**src/rtl/mem_ctrl_16x128.sv**
```systemverilog
// -----------------------------------------------------------------------------
// mem_ctrl_16x128
//
// Burst access controller in front of the CPU's 16x128 data RAM.
// It accepts single or burst read/write requests over a valid/ready handshake
// and sequences the RAM's one-cycle-latency, mutually exclusive read/write
// port. Read data comes back as a stream qualified by rdata_valid, with no
// backpressure.
//
// Ports
//   clk, rst        clock; asynchronous active-high reset
//   req_valid/ready request handshake (ready only while idle)
//   req_we          1 = write burst, 0 = read burst
//   req_addr        start word address
//   req_len         beats minus one (1..16 beats)
//   wdata_valid/ready, wdata   write beat stream (ready while writing)
//   rdata_valid, rdata         read beat stream, one cycle after each RAM read
//   busy            controller is not idle
//   ram_read_en, ram_write_en, ram_addr, ram_din, ram_dout   RAM port
// -----------------------------------------------------------------------------
module mem_ctrl_16x128 #(
  parameter int ADDR_W = 7,
  parameter int DATA_W = 16,
  parameter int LEN_W  = 4
) (
  input  logic              clk,
  input  logic              rst,
  input  logic              req_valid,
  output logic              req_ready,
  input  logic              req_we,
  input  logic [ADDR_W-1:0] req_addr,
  input  logic [LEN_W-1:0]  req_len,
  input  logic              wdata_valid,
  output logic              wdata_ready,
  input  logic [DATA_W-1:0] wdata,
  output logic              rdata_valid,
  output logic [DATA_W-1:0] rdata,
  output logic              busy,
  output logic              ram_read_en,
  output logic              ram_write_en,
  output logic [ADDR_W-1:0] ram_addr,
  output logic [DATA_W-1:0] ram_din,
  input  logic [DATA_W-1:0] ram_dout
);

  typedef enum logic [1:0] {
    IDLE = 2'd0,
    RD   = 2'd1,
    WR   = 2'd2
  } state_t;

  state_t              state, state_d;
  logic [ADDR_W-1:0]   cur_addr, cur_addr_d;
  logic [LEN_W-1:0]    beats_left, beats_left_d;
  logic                rd_pend;

  // State and burst bookkeeping registers.
  always_ff @(posedge clk or posedge rst) begin
    if (rst) begin
      state      <= IDLE;
      cur_addr   <= '0;
      beats_left <= '0;
    end else begin
      state      <= state_d;
      cur_addr   <= cur_addr_d;
      beats_left <= beats_left_d;
    end
  end

  // The RAM output register is one cycle behind the read enable; rd_pend
  // tracks that beat so rdata_valid lines up with ram_dout. Reset clears it
  // asynchronously so an in-flight beat is dropped.
  always_ff @(posedge clk or posedge rst) begin
    if (rst) begin
      rd_pend <= 1'b0;
    end else begin
      rd_pend <= ram_read_en;
    end
  end

  // Next-state and output decode. The RAM enables come only from the
  // current state, so read and write can never be asserted together.
  always_comb begin
    state_d      = state;
    cur_addr_d   = cur_addr;
    beats_left_d = beats_left;
    req_ready    = 1'b0;
    wdata_ready  = 1'b0;
    ram_read_en  = 1'b0;
    ram_write_en = 1'b0;

    unique case (state)
      IDLE: begin
        req_ready = 1'b1;
        if (req_valid) begin
          cur_addr_d   = req_addr;
          beats_left_d = req_len;
          state_d      = req_we ? WR : RD;
        end
      end

      RD: begin
        // One read issued every cycle; the address wraps 127 -> 0.
        ram_read_en  = 1'b1;
        cur_addr_d   = cur_addr + 1'b1;
        beats_left_d = beats_left - 1'b1;
        if (beats_left == '0) begin
          state_d = IDLE;
        end
      end

      WR: begin
        // Address and count only move on beats actually written; idle
        // cycles from the producer hold the burst in place.
        wdata_ready = 1'b1;
        if (wdata_valid) begin
          ram_write_en = 1'b1;
          cur_addr_d   = cur_addr + 1'b1;
          beats_left_d = beats_left - 1'b1;
          if (beats_left == '0) begin
            state_d = IDLE;
          end
        end
      end

      default: begin
        state_d = IDLE;
      end
    endcase
  end

  assign busy        = (state != IDLE);
  assign ram_addr    = cur_addr;
  assign ram_din     = wdata;
  assign rdata_valid = rd_pend;
  assign rdata       = ram_dout;

endmodule

```
**config.mk**
```make
export PLATFORM = sky130hd
export DESIGN_NAME = mem_ctrl_16x128
export DESIGN_NICKNAME = d
export VERILOG_FILES = /design/src/rtl/mem_ctrl_16x128.sv
export SDC_FILE = /design/constraint.sdc
export NUM_CORES = 1
export LEC_CHECK = 0
export CAP_MARGIN = 0
export CORE_UTILIZATION = 60
export DETAILED_ROUTE_END_ITERATION = 10
export DONT_BUFFER_PORTS = 1
export PLACE_DENSITY = 0.76
export SETUP_SLACK_MARGIN = 0.5
export SYNTH_ARGS = -nofsm -noshare
export SYNTH_HDL_FRONTEND = slang
export SYNTH_SLANG_ARGS = --single-unit
```
**constraint.sdc**
```tcl
create_clock -name clk -period 5.1 [get_ports clk]
set_clock_uncertainty 0.05 [all_clocks]
set_input_delay 0.255 -clock clk [delete_from_list [all_inputs] [get_ports clk]]
set_output_delay 0.255 -clock clk [all_outputs]
set_load 0.1 [all_outputs]
```
==> summary.txt <==
Run status
  • Status: complete, no violations

Drt
  • Final wirelength: around 1800 um
  • Via density: between 6 and 7
  • # DRC: 0
  • Drt initial violations: 18
  • Via count: around 730
  • Detailed Routing Iterations Pass 1: 4
  • Routed Antenna Nets: 0
  • Routed len/inst: between 15 and 20 um

Logic synthesis
  • Synth Area in XOR/XNOR: 0
  • Post-synth cell types: 26
  • Cell Area, Synth: ~1100 sq um
  • Synth top area share: 0.320
  • Register area share after synthesis: 0.320
  • Post-synthesis compound-gate area fraction: 0.157
  • Avg Cell Area, Syn: 8.61 sq um
  • Seq cells post-synth: 14
  • Post-Synth Simple-Gate Area: 0.142
  • Ys Warns: 0
  • Synth Area in Adders: 0.0686
  • Post-synth net total: between 150 and 200
  • Cells after synthesis: about 130
  • Largest family of logic cells by synthesized area: buffers and inverters
  • Synth top area cells: dfrtp_1, buf_4, ha_1, o21ai_0, a21oi_1
  • Dominant cell type by area after synthesis: dfrtp_1
  • Mux share of post-synthesis cell area: 0.0366

Finish
  • Layout cells sized above 1: 0.0421
  • Syn-to-layout area delta: -18.3%
  • Commonest non-fill, non-tap cell in the layout: dfrtp_1
  • # diodes: 0
  • NumNets Final: about 150
  • Commonest non-fill, non-tap cells in the layout: dfrtp_1, o21ai_0, a21oi_1
  • Filler cells: between 150 and 200

Floorplanning
  • Top Ports: 93
  • Core area: roughly 1700 sq um
  • Die width: roughly 45 um
  • Initial Util: 0.640
  • Die Y: between 40 and 50 um
  • Die ar.: between 1500 and 2000 sq um
  • Row cnt: 15

Setup path
  • Worst path required time: ~4800 ps
  • Slowest cell delay on critical path: 900 ps
  • Critical Path Sink Type: output port
  • R2r startpoint: state[0]
  • Cell chain of the critical path: inv_1 -> ha_1 -> and2_1
  • Worst reg2reg setup slack: about 2500 ps
  • Crit Path Category: register to output port
  • CP Launch Type: register
  • Critical path arrival: around 2600 ps
  • Crit-path max FO: 5
  • CP max stage cell: ha_1
  • Crit path launch: state[0]

Clock network
  • Clock sink total: 14
  • H-tree depth: 1
  • Setup bufs post-CTS: 0
  • Clk slew on worst S/H paths: 80 ps
  • Post-cts sizing count: 0
  • CTS Hold Bufs: 1
  • Skew-Pair Late Insertion Delay: around 280 ps
  • Max Buffers Root-to-Sink: 2
  • Clk root buf: clkbuf_4
  • CTS tree: yes
  • Num CTS Buffers: 3

Pwr
  • Leak: around 0.39 nW
  • Pwr/cell area: around 1100 nW/um^2
  • Peak supply drop: 0.808 mV

Timing
  • Max-slew headroom: 0.215
  • Final setup viols: 0
  • Measured slew at the worst slew-check pin: 1180 ps
  • Number of max-slew violations in the final report: 0
  • WHS: around 80 ps
  • Fin. Hold Viols: 0
  • Period Utilization, post-route: 0.567
  • RSZ-0062 raised after global routing: false
  • Setup TNS: 0 ps
  • Max Fclk: 0.346 GHz
  • Fin crit period: around 2900 ps

Global routing
  • First-pass GRT wire length: 3060 um
  • Gr usage total: 0.211
  • Antenna violations before repair: 0
  • Vias in the first global route: around 730
  • Gr ovfl total: 0
  • Largest net degree at the start of global routing: 27

Place
  • Post-DP HPWL: about 1300 um
  • Placer Congestion: roughly 0.75
  • I/O Buffers: 0

Min path
  • Worst Hold Launch: req_we
  • Hold WC Path Type: input port to register

Run
  • Max-Cap Viols: 0
synth_stat cells:
| library cell | instances |
|---|---|
| buf_4 | 32 |
| dfrtp_1 | 14 |
| o21ai_0 | 12 |
| a21oi_1 | 11 |
| inv_1 | 10 |
| nand2_1 | 9 |
| ha_1 | 6 |
| nand3_1 | 6 |
| mux2i_1 | 4 |
| nand3b_1 | 3 |
| clkbuf_1 | 2 |
| nand2b_1 | 2 |
| nand4_1 | 2 |
| o22ai_1 | 2 |
| a221o_1 | 1 |
| a221oi_2 | 1 |
| a222oi_1 | 1 |
| a2bb2oi_1 | 1 |
| and2_1 | 1 |
| and4_1 | 1 |
| buf_2 | 1 |
| buf_6 | 1 |
| nand4b_1 | 1 |
| nor2b_1 | 1 |
| nor3_1 | 1 |
| or3b_1 | 1 |
power breakdown:
part / total (W) / internal, W / switching (W)
Sequential: 0.000447 / 0.000162 / 0.000285
Clock: 0.0000612 / 0.0000274 / 0.0000338
Combinational: 0.000439 / 0.000134 / 0.000305
Total: 0.000947 / 0.000323 / 0.000624
path summary, 6_finish.rpt:
| path | to | depth (start not counted) |
|---|---|---|
| min in group asynchronous | ram_addr[0] | 2 |
| setup / recovery | ram_write_en | 3 |
| hold reg to reg | beats_left[0] | 2 |
| max in group asynchronous | beats_left[1] | 2 |
| hold / removal | state[1] | 2 |
| setup reg to reg | ram_addr[0] | 5 |
layout make-up:
type | instances | area, sq um | area share
Clock buffer | 3 | 22.5 | 0.0252
Inverter | 10 | 37.5 | 0.0420
Multi-Input combinational cell | 67 | 442 | 0.494
Sequential cell | 14 | 350 | 0.392
Tap cell | 25 | 31.3 | 0.0350
Timing Repair Buffer | 1 | 10.0 | 0.0112
cells by family after synthesis:
| family | count (synthesis) |
|---|---|
| buf+inv | 46 |
| compound gates | 29 |
| simple gates | 28 |
| flops | 14 |
| fa+ha+maj | 6 |
| mux | 4 |
through the flow:
step	power (W)	worst slack [ps]	cell area (sq um)	util	std cells
floorplan	0.000959	2590	1090	-	127
global placement	0.000872	2550	861	0.504	116
detailed placement	0.000887	2520	861	0.504	116
CTS	0.000951	2210	893	0.523	120
global route	0.00101	2110	893	0.523	120
finish	0.000947	2210	893	0.523	120
flip-flops by register name, summed over array words and instances (netlist names):
name,flops
ram_addr,7
beats_left,4
state,2
rdata_valid,1
metal layers:
layer  global-route usage  routed length, um  share of wire
met5                    0                  0              0
met4                0.145                 70          0.038
met3                0.108                201           0.11
met2                0.329                850           0.46
met1                0.220                723           0.39
critical path, delay by kind of cell (launching register included):
| family | cells | cell delay [ps] |
|---|---|---|
| adders and majority gates | 1 | 900 |
| buffers and inverters | 1 | 110 |
| DFF | 1 | 400 |
| and+or+nand+nor | 1 | 890 |
Power figures use the tool's default switching activity.
